--- src/rtl/tick_rate_pkg.sv ---
// tick_rate_pkg: shared types and rate table for the tick rate controller.
//   state_e     - controller sequencing states (IDLE, RUN, STEP)
//   rate_sel_t  - 2-bit index into RATE_HZ
//   RATE_HZ     - selectable tick rates in Hz
//   rate_div()  - clock cycles per tick for a rate index, never less than 1
package tick_rate_pkg;

  typedef enum logic [1:0] {
    IDLE = 2'd0,
    RUN  = 2'd1,
    STEP = 2'd2
  } state_e;

  typedef logic [1:0] rate_sel_t;

  localparam int unsigned RATE_HZ [4] = '{1, 2, 5, 10};

  function automatic int unsigned rate_div(int unsigned clock_hz, rate_sel_t sel);
    int unsigned q;
    q = clock_hz / RATE_HZ[sel];
    if (q == 0) q = 1;
    return q;
  endfunction

endpackage

--- src/rtl/tick_prescaler.sv ---
// tick_prescaler: loadable period counter counting 0..div-1.
//   i_clock_50mhz - system clock
//   i_reset       - synchronous active-low reset
//   enable        - advance the count this cycle
//   clear         - force the count back to 0 (wins over enable)
//   div           - period length in cycles (>= 1)
//   wrap          - high in the cycle whose edge completes a period
module tick_prescaler #(
  parameter int unsigned DivWidth = 32
) (
  input  logic                i_clock_50mhz,
  input  logic                i_reset,
  input  logic                enable,
  input  logic                clear,
  input  logic [DivWidth-1:0] div,
  output logic                wrap
);

  logic [DivWidth-1:0] count;

  assign wrap = enable && !clear && (count == div - DivWidth'(1));

  always_ff @(posedge i_clock_50mhz) begin
    if (!i_reset || clear) begin
      count <= '0;
    end else if (enable) begin
      count <= wrap ? '0 : count + DivWidth'(1);
    end
  end

endmodule

--- src/rtl/tick_rate_controller.sv ---
// tick_rate_controller: run/stop/single-step sequencer producing one-cycle
// clock-enable ticks at a rate chosen from RATE_HZ, with a load/ack handshake
// for rate changes that only take effect on period boundaries.
//   i_clock_50mhz - system clock
//   i_reset       - synchronous active-low reset
//   i_run         - level, 1 = free-running ticks
//   i_step        - pulse, request one tick while stopped
//   i_rate_sel    - rate table index to load
//   i_rate_load   - pulse, capture i_rate_sel as the pending rate
//   o_tick        - registered one-cycle enable pulse
//   o_running     - 1 while in RUN
//   o_rate_ack    - one-cycle pulse when a loaded rate takes effect
//   o_rate_cur    - rate index currently in effect
//   o_tick_count  - 16-bit wrapping count of ticks, present only when
//                   TICK_RATE_CONTROLLER_TICK_COUNT_EN is defined
module tick_rate_controller
  import tick_rate_pkg::*;
#(
  parameter int unsigned ClockHz  = 50000000,
  parameter int unsigned DivWidth = 32
) (
  input  logic        i_clock_50mhz,
  input  logic        i_reset,
  input  logic        i_run,
  input  logic        i_step,
  input  logic [1:0]  i_rate_sel,
  input  logic        i_rate_load,
  output logic        o_tick,
  output logic        o_running,
  output logic        o_rate_ack,
  output logic [1:0]  o_rate_cur
`ifdef TICK_RATE_CONTROLLER_TICK_COUNT_EN
  ,
  output logic [15:0] o_tick_count
`endif
);

  // Divisors are elaboration-time constants, so the rate mux is a small table.
  localparam logic [DivWidth-1:0] DIV_TABLE [4] = '{
    DivWidth'(rate_div(ClockHz, 2'd0)),
    DivWidth'(rate_div(ClockHz, 2'd1)),
    DivWidth'(rate_div(ClockHz, 2'd2)),
    DivWidth'(rate_div(ClockHz, 2'd3))
  };

  state_e              state;
  rate_sel_t           rate_pend;
  logic                pend_valid;
  logic [DivWidth-1:0] div;
  logic                count_en;
  logic                wrap;

  assign div      = DIV_TABLE[o_rate_cur];
  assign count_en = (state == RUN) && i_run;

  tick_prescaler #(
    .DivWidth (DivWidth)
  ) u_prescaler (
    .i_clock_50mhz (i_clock_50mhz),
    .i_reset       (i_reset),
    .enable        (count_en),
    .clear         (!count_en),
    .div           (div),
    .wrap          (wrap)
  );

  always_ff @(posedge i_clock_50mhz) begin
    if (!i_reset) begin
      state      <= IDLE;
      o_tick     <= 1'b0;
      o_running  <= 1'b0;
      o_rate_ack <= 1'b0;
      o_rate_cur <= '0;
      rate_pend  <= '0;
      pend_valid <= 1'b0;
    end else begin
      o_tick     <= 1'b0;
      o_rate_ack <= 1'b0;

      if (i_rate_load) begin
        rate_pend  <= i_rate_sel;
        pend_valid <= 1'b1;
      end

      case (state)
        IDLE, STEP: begin
          // A load landing this cycle defers application by one cycle, so
          // back-to-back loads collapse into a single ack with the last value.
          if (pend_valid && !i_rate_load) begin
            o_rate_cur <= rate_pend;
            pend_valid <= 1'b0;
            o_rate_ack <= 1'b1;
          end
          if (state == STEP) begin
            o_tick <= 1'b1;
            state  <= IDLE;
          end else if (i_run) begin
            state     <= RUN;
            o_running <= 1'b1;
          end else if (i_step) begin
            state <= STEP;
          end
        end
        RUN: begin
          if (!i_run) begin
            state     <= IDLE;
            o_running <= 1'b0;
          end else if (wrap) begin
            o_tick <= 1'b1;
            // A load coinciding with the wrap is applied directly; the
            // later nonblocking write overrides the capture above.
            if (i_rate_load) begin
              o_rate_cur <= i_rate_sel;
              pend_valid <= 1'b0;
              o_rate_ack <= 1'b1;
            end else if (pend_valid) begin
              o_rate_cur <= rate_pend;
              pend_valid <= 1'b0;
              o_rate_ack <= 1'b1;
            end
          end
        end
        default: begin
          state     <= IDLE;
          o_running <= 1'b0;
        end
      endcase
    end
  end

`ifdef TICK_RATE_CONTROLLER_TICK_COUNT_EN
  always_ff @(posedge i_clock_50mhz) begin
    if (!i_reset) begin
      o_tick_count <= '0;
    end else if (o_tick) begin
      o_tick_count <= o_tick_count + 16'd1;
    end
  end
`endif

endmodule

--- config.mk ---
export PLATFORM = sky130hd
export DESIGN_NAME = tick_rate_controller
export DESIGN_NICKNAME = d
export VERILOG_FILES = /design/src/rtl/tick_rate_pkg.sv /design/src/rtl/tick_prescaler.sv /design/src/rtl/tick_rate_controller.sv
export SDC_FILE = /design/constraint.sdc
export NUM_CORES = 1
export LEC_CHECK = 0
export BUFFER_PORTS_ARGS = -buffer_cell sky130_fd_sc_hd__buf_2
export CORE_UTILIZATION = 60
export DETAILED_ROUTE_END_ITERATION = 6
export PLACE_DENSITY = 0.84
export SETUP_SLACK_MARGIN = 0.15
export SYNTH_ARGS = -nofsm -noshare
export SYNTH_HDL_FRONTEND = slang
export SYNTH_SLANG_ARGS = --single-unit
--- constraint.sdc ---
create_clock -name i_clock_50mhz -period 5.6 [get_ports i_clock_50mhz]
set_input_delay 1.4 -clock i_clock_50mhz [delete_from_list [all_inputs] [get_ports i_clock_50mhz]]
set_output_delay 1.4 -clock i_clock_50mhz [all_outputs]
set_load 0.02 [all_outputs]
Yosys cells after proc, flatten, opt, wreduce, memory -nomap -nowiden

Cells that the tools add are included.

Register bits after elaboration: 42
Input bits: 7
Output and inout bits: 5
Word-level logic and storage cells: 72

$add $sub $neg: 2
Order comparisons: 1
Equal/unequal tests: 11
Mux-type cells: 36
Bitwise gates (word level): 1
Reduce and logical (&&, ||, !) cells: 13

Operators with widths:

| cell                                                                   | count |
|---|---|
| 32-bit 2-to-1 mux                                                      | 3 |
| 32-bit binary-select mux with 2-bit select                             | 1 |
| 32-bit by 1-bit adder with 32-bit output (second input constant)       | 1 |
| 32-bit equality test                                                   | 1 |
| 32-bit by 1-bit subtractor with 32-bit output (second input constant)  | 1 |
| 2-bit 2-to-1 mux                                                       | 9 |
| 1-bit 2-to-1 mux                                                       | 17 |
| 2-bit != test (second input constant)                                  | 5 |
| 1-bit case mux with 2 select lines                                     | 4 |
| 2-bit case mux with 2 select lines                                     | 2 |
| 5-bit AND reduction                                                    | 1 |
| 4-bit != test (second input constant)                                  | 1 |
| 3-bit greater-or-equal comparator (second input constant)              | 1 |
| 1-bit logical AND                                                      | 3 |
| 1-bit logical NOT                                                      | 3 |
| 3-bit != test (second input constant)                                  | 1 |
| 2-bit inverter with 3-bit output                                       | 1 |
| 3-bit AND reduction                                                    | 1 |
| 2-bit by 1-bit equality test with 1-bit output (second input constant) | 1 |
| 2-bit equality test (second input constant)                            | 1 |
| 2-bit logical NOT                                                      | 1 |
| 2-bit by 1-bit != test with 1-bit output (second input constant)       | 1 |
| 2-bit AND reduction                                                    | 1 |
| 2-bit nonzero test                                                     | 1 |
| other kinds (2)                                                        | 2 |

Logic depth before layout (Yosys ltp)

Gate-level depths: netlist (run 1).

Depth after elaboration: 10
Depth in mapped cells: 11
Depth with buffers taken out: 9

Cells and area by module

A second synthesis (run 1) with hierarchy kept.

Cell total of the unflattened synthesis: 392
Area, all modules: 3179.3 µm²

Modules (own cells, without submodules):

| module               | instances | cells each | area each (µm²) | sequential area each (µm²) |
|---|---|---|---|---|
| tick_prescaler       | 1         | 339        | 2696.3          | 640.6 |
| tick_rate_controller | 1         | 53         | 483.0           | 200.2 |

Least setup slack after synthesis (run 1)

No wires, ideal clock.

Kind: in2reg
Start: input port i_run
End: register u_prescaler.count[2]
Library setup time: 0.115 ns
Data arrival time: 2.725 ns
Data required time: 5.485 ns
Slack: 2.761 ns
Stages: 7
Buffers on the path: 1
Cells stage by stage: and4b_1 -> nand3_1 -> a21oi_1 -> or4b_4 -> nand4_4 -> buf_6 -> nor2_1

Longest elaborated chain between the ends: 3
Elaborated cells on any way between the ends: 5
Those cells by class: 1 x mux; 4 x reduce/logical

Ends and longest elaborated chain:

| element                                                       | RTL line                                         | text |
|---|---|---|
| from (decl)                                                   | tick_rate_controller.sv:24                       | `input logic i_run,` |
| 1-bit logical AND *                                           | tick_rate_controller.sv:54                       | `assign count_en = (state == RUN) && i_run;` |
| 1-bit logical AND / 1-bit logical NOT (equally long branches) | tick_prescaler.sv:21, tick_rate_controller.sv:62 |  |
| 32-bit 2-to-1 mux / 1-bit logical OR (equally long branches)  | tick_prescaler.sv:27, tick_prescaler.sv:24       |  |
| to (signal assigned)                                          | tick_prescaler.sv:27                             | `count <= wrap ? '0 : count + DivWidth'(1);` |
| to (decl)                                                     | tick_prescaler.sv:19                             | `logic [DivWidth-1:0] count;` |

Mark *: on every way between the ends. The rest lies on a longest branch, timed or not.
A chain may end at the register's enable or synchronous reset.

Worst setup path in the final report (run 1)

Start: input port i_run
End: register u_prescaler.count[10]

Same word-level chain as after synthesis.

==> results of run 1 <==
## cells in the mapped netlist, types with 4 or more instances
library cell and number:
dfxtp_1 42, a21oi_1 6, nor2_1 52, xor2_1 15
nand4_1 12, buf_6 5, nand2_1 16, nor3_1 8
nand3_1 10, clkbuf_1 8, inv_1 10, xnor2_1 17
mux2i_1 5, and3_1 4
## flip-flops by register name, indices dropped and copies added (netlist names)
signal and cells:
o_rate_cur 2, o_tick 1, o_running 1, u_prescaler.count 32, state 2, rate_pend 2
o_rate_ack 1, pend_valid 1
## power groups by stage
stage	registers, mW	clock network [mW]	logic (mW)
6_report	0.310	0.157	0.0312
3_5_place_dp	0.317	0	0.0314
4_1_cts	0.310	0.160	0.0314
3_3_place_gp	0.316	0	0.0299
2_1_floorplan	0.315	0	0.0240
5_1_grt	0.311	0.174	0.0344
## worst reg2reg max path: cells and delay by family (launching register included)
kind	cells	cell delay [ns]
simple gates	4	1.07
fa+ha+maj	1	0.33
flops	1	0.62
buf+inv	1	0.14
xor+xnor	1	0.13
compound gates	2	0.40
## metrics by stage
stage / utilization [%] / setup slack, ns / hold slack (ns) / std cells / cell area (um^2)
after floorplan: - / 2.76 / 0.411 / 251 / 2120
after global routing: 65.4 / 2.62 / 0.486 / 302 / 2200
after detailed placement: 63.6 / 2.32 / 0.431 / 294 / 2140
final: 65.4 / 2.69 / 0.454 / 302 / 2200
after global placement: 63.6 / 2.36 / 0.427 / 294 / 2140
after CTS: 65.4 / 2.70 / 0.448 / 302 / 2200
## metal layers
layer	GRT usage [%]	vias up	wire [um]	share of wire, %
li1	-	866	-	-
met1	34.7	818	2010	47
met2	39.4	39	1980	47
met3	4.41	9	176	4.1
met4	10.5	0	79	1.9
met5	0	-	0	0
## logic make-up after synthesis
| logic type | share of synthesized area (%) |
|---|---|
| and+or+nand+nor | 30.9 |
| DFF | 39.7 |
| buffers and inverters | 6.08 |
| AOI/OAI and AO/OA | 6.08 |
| adders and majority gates | 1.65 |
| muxes | 2.36 |
| xor gates and xnor gates | 13.2 |
## cell type report
cell class              count  share of cell area (%)
clock inverters             1                   0.228
clock buffers               7                    2.50
well taps                  46                    2.62
flip-flops and latches     42                    38.2
inverters                  10                    1.71
repair buffers             11                    2.50
multi-input cells         185                    52.2
## how the worst max path moves through the flow
stage / startpoint / cells after the start / end / slack [ns]
6_report: i_run / 7 / u_prescaler.count[10]$_SDFFE_PP0P_ / 2.69
5_1_grt: i_run / 7 / u_prescaler.count[7]$_SDFFE_PP0P_ / 2.62
3_5_place_dp: i_run / 7 / u_prescaler.count[10]$_SDFFE_PP0P_ / 2.32
3_3_place_gp: i_run / 7 / u_prescaler.count[15]$_SDFFE_PP0P_ / 2.36
2_1_floorplan: i_run / 7 / u_prescaler.count[2]$_SDFFE_PP0P_ / 2.76
4_1_cts: i_run / 7 / u_prescaler.count[10]$_SDFFE_PP0P_ / 2.70
==> flow_summary.ini, run 1 <==
[worst_setup_path]
crit_family = simple AND/OR/NAND/NOR gates
r2r_slack_ns = 2.80
startpoint_type = primary input
crit_type = primary input to flip-flop
r2r_end = u_prescaler.count[10]$_SDFFE_PP0P_
critical_path.cell_chain = buf_2 -> and4b_1 -> nand3_1 -> a21oi_1 -> or4b_4 -> nand4_4 -> nor2_1
r2r-start = o_rate_cur[0]$_SDFFE_PN0P_
crit_path_max_incr_delay_ns = 0.52
arrival_ns = 3.14
reg2reg_depth = 9
crit_path_end_kind = flip-flop
critPathRequiredTime_ns = 5.83
crit_slowest_cell = or4b_4
critPathMaxFanout = 32
path_buf_inv = 1

[min_path]
min_to = u_prescaler.count[0]$_SDFFE_PP0P_
min_from = u_prescaler.count[0]$_SDFFE_PP0P_
hold_path.class = flip-flop to flip-flop
hold_depth = 1

[sta]
tightest_slew_ns = 0.497
rsz0062_at_grt = false
hold_viol_final = 0
timing.setup.tns_ns = 0
layout_min_cycle_time_ns = 2.91
finalCritPeriodShare_pct = 51.9
slew_violations = 0
max_slew_margin_pct = 66.8
fin_skew_ns = 0.0122
setup_violations = 0
fmax_mhz = 344

[clocking]
ctsResizeCount = 0
post_cts_buffers = 0
clockBufferDepth = 2
cts_tree = done
insertion_delay_ns = 0.36
cts_htree_levels = 2
hold_buffers = 0
root_buffer = clkbuf_4
cts.sinks = 42
cts_made_buffers = 5
clk_pin_slew_ns = 0.12

[global_route]
antenna_found_initial = 0
grt_overflow = 0
grt_max_degree = 33
first_global_vias = 1582
grt_pass1_wl_um = 6990
grt_use_total_pct = 25.3

[pwr]
seqPwrFrac_pct = 62.2
combPwrFrac_pct = 6.3
leakage_nw = 0.759
power_uw = 498
clockPowerShare_pct = 31.5
p_sw_share_pct = 24.3
p_int_uw = 377
vdd_ir_drop_max_mv = 0.170
switchingPower_uw = 121
power_density_nw_per_um2 = 227

[synth]
synth_edf_count = 0
synth_cells = 251
ys_warn_count = 0
ys_ff_latch = 42
postSynthAreaPerCell_um2 = 8.44
synth_cell_type_count = 40
synthFlopType = dfxtp_1
synth_area_leaders = dfxtp_1 40%, nor2_1 9.2%, xnor2_1 7.0%, xor2_1 6.2%, nand4_1 3.5%
async_flop_share_pct = 0
ys_seq_area_share_pct = 39.7
syn_area_um2 = 2120
synth_top_cell_area_share_pct = 39.7
synth_nets = 260
synth_top_area_cell = dfxtp_1

[placement]
dp_hpwl_um = 3090
place_congestion = 0.888
numPortBuffers = 11

[drt]
vias = 1732
drtIter0Drc = 60
drc = 0
vias_per_cell = 5.74
wl_um = 4240
post_drt_wl_per_cell_um = 14.0
drt.antenna.violating_nets = 0
drtPass1Iterations = 4

[cells_and_area]
multiInputGateArea_um2 = 1150
final_common_cell = nor2_1
syn2layout_area_growth_pct = 3.84
diodes = 0
final_cell_mix = 52 x nor2_1, 42 x dfxtp_1, 17 x xnor2_1
nets = 264
drive_above_1_share_pct = 8.20
fill_cells = 324
area.sequential_um2 = 841

[floorplanning]
die_area_um2 = 3770
pin_count = 12
die_w_um = 61.4
initial_utilization_pct = 63.0
rows = 21
fp.coreArea_um2 = 3360
die_h_um = 61.4

[status]
status = completed

[job]
maxCapViolations = 0
(Power assumes the default switching activity.)
==> run 2, diff against run 1 <==
--- a/config.mk
+++ b/config.mk
@@ -5,10 +5,11 @@
 export SDC_FILE = /design/constraint.sdc
 export NUM_CORES = 1
 export LEC_CHECK = 0
+export ABC_AREA = 1
 export BUFFER_PORTS_ARGS = -buffer_cell sky130_fd_sc_hd__buf_2
 export CORE_UTILIZATION = 60
 export DETAILED_ROUTE_END_ITERATION = 6
-export PLACE_DENSITY = 0.84
+export PLACE_DENSITY = 0.83
 export SETUP_SLACK_MARGIN = 0.15
 export SYNTH_ARGS = -nofsm -noshare
 export SYNTH_HDL_FRONTEND = slang
==> constraint.sdc (replaced) <==
create_clock -name i_clock_50mhz -period 2.75 [get_ports i_clock_50mhz]
set_input_delay 0.6875 -clock i_clock_50mhz [delete_from_list [all_inputs] [get_ports i_clock_50mhz]]
set_output_delay 0.6875 -clock i_clock_50mhz [all_outputs]
set_load 0.02 [all_outputs]
==> run 2 against run 1 <==
Global-route usage is 4.7 points higher. Setup slack worse by 2.1 ns. Power is 130% higher. Flip-flop and latch count stayed put. Sequential share of layout area is 7.4 points lower. Synthesized cell count is 57% higher. Register-to-register slack worse by 2.2 ns. Clock skew is 0.0046 ns lower. First-iteration DRC count grew to 3.6 times the previous value. Cell area is 24% higher. Combinational power grew to 3.0 times the previous value. Critical endpoint is now u_prescaler.count[8]$_SDFFE_PP0P_. Largest power group unchanged.
==> flow_summary.ini, run 2 <==
[sta]
tightest_slew_ns = 0.477
max_slew_margin_pct = 68.2
setup_violations = 0
rsz0062_at_grt = false
slew_violations = 0
finalCritPeriodShare_pct = 77.6
layout_min_cycle_time_ns = 2.13
fmax_mhz = 469
fin_skew_ns = 0.00760
timing.setup.tns_ns = 0
hold_viol_final = 0
setup_ws_ns = 0.617

[synth]
ys_ff_latch = 42
synth_cell_type_count = 35
postSynthAreaPerCell_um2 = 6.44
synth_top_cell_area_share_pct = 33.1
synthFlopType = dfxtp_1
async_flop_share_pct = 0
syn_area_um2 = 2540
synth_area_leaders = dfxtp_1 33%, nand2_1 15%, nor2_1 9.4%, nand3_1 7.1%, inv_1 7.1%
synth_nets = 404
synth_top_area_cell = dfxtp_1
synth_most_common_cell = nand2_1
synth_common_cells = 103 x nand2_1, 64 x nor2_1, 48 x inv_1
ys_seq_area_share_pct = 33.1
synth_cells = 395
synth_edf_count = 0
ys_warn_count = 0

[clocking]
insertion_delay_ns = 0.30
hold_buffers = 0
clockBufferDepth = 2
clk_pin_slew_ns = 0.08
post_cts_buffers = 0
cts.sinks = 42
root_buffer = clkbuf_8
cts_htree_levels = 2
cts_tree = done
ctsResizeCount = 0
cts_made_buffers = 5

[worst_setup_path]
r2r-start = o_rate_cur[0]$_SDFFE_PN0P_
arrival_ns = 2.32
reg2reg_depth = 13
crit_type = flip-flop to flip-flop
crit_slowest_cell = dfxtp_1
critPathMaxFanout = 13
critPathMostFrequentCell = nand2_1
crit_path_end_kind = flip-flop
crit_path_max_incr_delay_ns = 0.32
critical_path.cell_chain = inv_1 -> ha_1 -> inv_1 -> nand2_1 -> nand2_1 -> nand2_1 -> nor2_1 -> nand2_1 -> nor2_1 -> nand2_2 -> nand2_2 -> buf_12 -> a211oi_1
r2r_end = u_prescaler.count[8]$_SDFFE_PP0P_
critPathRequiredTime_ns = 2.93
r2r_slack_ns = 0.62
startpoint_type = flip-flop

[cells_and_area]
top_register = u_prescaler.count
fill_cells = 363
largest_reg_flops = 32
drive_above_1_share_pct = 9.54
final_cell_mix = 103 x nand2_1, 64 x nor2_1, 48 x inv_1
nets = 417
syn2layout_area_growth_pct = 7.38
diodes = 0
final_common_cell = nand2_1

[min_path]
hold_path.class = flip-flop to flip-flop
min_from = u_prescaler.count[0]$_SDFFE_PP0P_
hold_depth = 1
min_to = u_prescaler.count[0]$_SDFFE_PP0P_

[drt]
drtPass1Iterations = 5
wl_um = 6140
vias_per_cell = 5.49
post_drt_wl_per_cell_um = 13.4
drtIter0Drc = 217
vias = 2519
drt.antenna.violating_nets = 0
drc = 0

[pwr]
vdd_ir_drop_max_mv = 0.431
power_density_nw_per_um2 = 415
leakage_nw = 1.07

[global_route]
grt_max_degree = 15
grt_overflow = 0
first_global_vias = 2118
grt_pass1_wl_um = 9910
antenna_found_initial = 0
grt_use_total_pct = 30.0

[placement]
numPortBuffers = 11
dp_slack_ns = 0.522
place_congestion = 0.906
dp_hpwl_um = 4740

[floorplanning]
initial_utilization_pct = 63.1
die_area_um2 = 4500
die_w_um = 67.1
rows = 23
fp.coreArea_um2 = 4030
pin_count = 12
die_h_um = 67.1

[status]
status = completed

[job]
maxCapViolations = 0
## run 2: metrics by stage
step	hold slack [ns]	util (%)	power, mW	std cells	area (um^2)
after global routing	0.482	67.8	1.19	459	2730
after detailed placement	0.443	65.5	0.732	451	2640
after CTS	0.458	67.8	1.14	459	2730
final	0.454	67.8	1.13	459	2730
after floorplan	0.418	-	0.706	395	2540
after global placement	0.434	65.5	0.730	451	2640
## run 2: worst max path at each step
stage	from	to	slack, ns	cells after the start
final	o_rate_cur[0]$_SDFFE_PN0P_	u_prescaler.count[8]$_SDFFE_PP0P_	0.62	13
after global routing	o_rate_cur[0]$_SDFFE_PN0P_	u_prescaler.count[24]$_SDFFE_PP0P_	0.44	13
after floorplan	o_rate_cur[0]$_SDFFE_PN0P_	u_prescaler.count[8]$_SDFFE_PP0P_	0.79	14
after global placement	i_run	u_prescaler.count[8]$_SDFFE_PP0P_	0.60	11
after detailed placement	i_run	u_prescaler.count[8]$_SDFFE_PP0P_	0.52	11
after CTS	o_rate_cur[0]$_SDFFE_PN0P_	u_prescaler.count[8]$_SDFFE_PP0P_	0.60	13
## run 2: cell families after synthesis
kind of cell / after synthesis / share of synthesized area, %
xor+xnor: 9 / 3.10
compound gates: 32 / 6.69
mux: 2 / 0.787
fa+ha+maj: 2 / 0.984
flops: 42 / 33.1
simple gates: 252 / 46.2
buf+inv: 56 / 9.15
## run 2: per-layer routing
layer / global-route usage [%] / vias to the layer above / routed length (um)
met4: 13.0 / 0 / 125
met1: 42.4 / 1122 / 2930
li1: - / 1293 / -
met2: 42.3 / 92 / 2630
met3: 7.71 / 12 / 451
met5: 0 / - / 0
## run 2: final cells by class
class	count	area, um^2	area share [%]
multi-input combinational	297	1470	53.8
sequential	42	841	30.8
inverter	49	184	6.73
clock buffer	7	86.3	3.16
timing repair buffer	13	82.6	3.02
tap	50	62.6	2.29
clock inverter	1	5.00	0.183
## run 2: worst max-delay path, delay by kind of cell, from the launching register on
family                     cells  cell delay, ns
DFF                            1            0.32
buffers and inverters          3            0.45
and+or+nand+nor                8            0.93
adders and majority gates      1            0.29
AOI/OAI and AO/OA              1            0.05
## run 2: power by group
| part | switching [mW] | leakage [nW] | internal, mW | total (mW) |
|---|---|---|---|---|
| logic | 0.0604 | 0.678 | 0.0323 | 0.0926 |
| registers | 0.00912 | 0.340 | 0.616 | 0.626 |
| clock network | 0.213 | 0.0482 | 0.203 | 0.415 |
==> run 3, diff against run 2 <==
==> constraint.sdc (replaced) <==
create_clock -name i_clock_50mhz -period 2 [get_ports i_clock_50mhz]
set_input_delay 0.5 -clock i_clock_50mhz [delete_from_list [all_inputs] [get_ports i_clock_50mhz]]
set_output_delay 0.5 -clock i_clock_50mhz [all_outputs]
set_load 0.02 [all_outputs]
==> run 3 against run 2 <==
Count of clock-buffer cells in the layout down 2. Combinational power up 58%. Die area unchanged. Sequential power up 38%. Fmax increased by 22%. Non-clock buffer count up 13. Cell count grew 2.8%. Setup slack worse by 0.36 ns. Via count rose by 4.7%. First-iteration DRC count increased by 15%. Largest power group unchanged.
==> flow_summary.ini, run 3 (synthesized netlist as in run 2, its figures left out) <==
[status]
status = completed

[cells_and_area]
final_common_cell = nand2_1
final_cell_area_um2 = 2940
final_cell_mix = 102 x nand2_1, 62 x nor2_1, 47 x inv_1
syn2layout_area_growth_pct = 15.7
nets = 430
top_register = u_prescaler.count
largest_reg_flops = 32
drive_above_1_share_pct = 15.4
diodes = 0
fin_cells = 472
final_core_util_pct = 73.0

[clocking]
cts_made_buffers = 5
clk_pin_slew_ns = 0.08
hold_buffers = 0
root_buffer = clkbuf_8
insertion_delay_ns = 0.30
cts_tree = done
cts_htree_levels = 2
cts.sinks = 42
clockBufferDepth = 2

[drt]
drtIter0Drc = 249
post_drt_wl_per_cell_um = 14.1
vias = 2637
drc = 0
wl_um = 6640
drt.antenna.violating_nets = 0
vias_per_cell = 5.59
drtPass1Iterations = 5

[pwr]
power_density_nw_per_um2 = 578
leakage_nw = 1.17
vdd_ir_drop_max_mv = 0.444
power_mw = 1.70

[placement]
place_congestion = 0.963
dp_slack_ns = 0.104
numPortBuffers = 11
placed_cell_area_um2 = 2690
dp_cells = 458
dp_hpwl_um = 4840

[floorplanning]
pin_count = 12
die_area_um2 = 4500
die_w_um = 67.1
die_h_um = 67.1
fp.coreArea_um2 = 4030
rows = 23
initial_utilization_pct = 63.1

[global_route]
grt_overflow = 0
first_global_vias = 2145
antenna_found_initial = 0
grt_use_total_pct = 30.6
grt_max_degree = 19
grt_pass1_wl_um = 10200

[worst_setup_path]
crit_path_end_kind = flip-flop
critical_path.cell_chain = inv_2 -> nor2_4 -> nand2_4 -> nor2_8 -> nand3_4 -> nor3_4 -> nand2_1 -> nor3b_2 -> nor2_1
critPathRequiredTime_ns = 2.20
startpoint_type = flip-flop
crit_start = state[0]$_SDFFE_PN0P_
reg2reg_depth = 9
crit_path_max_incr_delay_ns = 0.36
crit_slowest_cell = dfxtp_2
arrival_ns = 1.94
r2r-start = state[0]$_SDFFE_PN0P_
crit_type = flip-flop to flip-flop
critPathMaxFanout = 8

[sta]
slew_violations = 0
timing.setup.tns_ns = 0
tightest_slew_ns = 0.412
fmax_mhz = 574
finalCritPeriodShare_pct = 87.1
whs_ns = 0.414
setup_ws_ns = 0.258
hold_viol_final = 0
setup_violations = 0
layout_min_cycle_time_ns = 1.74
max_slew_margin_pct = 72.4
fin_skew_ns = 0.0106
rsz0062_at_grt = false

[min_path]
hold_depth = 3
hold_path.class = primary input to flip-flop
min_from = i_step

[job]
maxCapViolations = 0
[run 3: changes by cell type in the layout (fill, tap and decap cells not counted), sizes merged]
cell    delta
buf       +12
clkbuf     -1
bufinv     +1
inv        +1
[run 3: final cells by class]
| cell class | instances | area [um^2] |
|---|---|---|
| Clock inverter | 3 | 43.8 |
| Clock buffer | 5 | 68.8 |
| Tap cell | 50 | 62.6 |
| Timing Repair Buffer | 26 | 198 |
| Fill cell | 341 | 1090 |
| Inverter | 49 | 184 |
| Sequential cell | 42 | 850 |
| Multi-Input combinational cell | 297 | 1540 |
[run 3: layer usage]
| metal | track usage, % | vias to the layer above | wire length, um |
|---|---|---|---|
| met3 | 5.31 | 23 | 547 |
| met4 | 11.7 | 0 | 220 |
| met2 | 45.5 | 122 | 2940 |
| li1 | - | 1317 | - |
| met1 | 43.5 | 1175 | 2940 |
| met5 | 0 | - | 0 |
[run 3: worst paths after layout]
kind	to	slack (ns)
setup reg to reg	u_prescaler.count[27]$_SDFFE_PP0P_	0.26
hold reg to reg	u_prescaler.count[0]$_SDFFE_PP0P_	0.42
hold / removal	state[1]$_SDFFE_PN0P_	0.41
setup / recovery	u_prescaler.count[27]$_SDFFE_PP0P_	0.26
[run 3: repair_timing]
| action | CTS | global route |
|---|---|---|
| cloned | 0 | 1 |
| endpoints found under the setup margin | 1 | 27 |
| setup buffers | 0 | 5 |
| pin swaps | 0 | 9 |
| endpoints found under the hold margin | 0 | 0 |
| gates resized for setup | 1 | 18 |
[run 3: critical path: cells and delay by family (launching register included)]
| kind | cells | cell delay (ns) |
|---|---|---|
| buffers and inverters | 1 | 0.09 |
| flip-flops | 1 | 0.36 |
| AND/OR/NAND/NOR | 8 | 1.19 |
[run 3: report_power, final]
part,switching (mW),internal (mW),leakage (nW)
Clock,0.320,0.374,0.0585
Combinational,0.0874,0.0585,0.770
Sequential,0.0135,0.848,0.342
Total,0.421,1.28,1.17
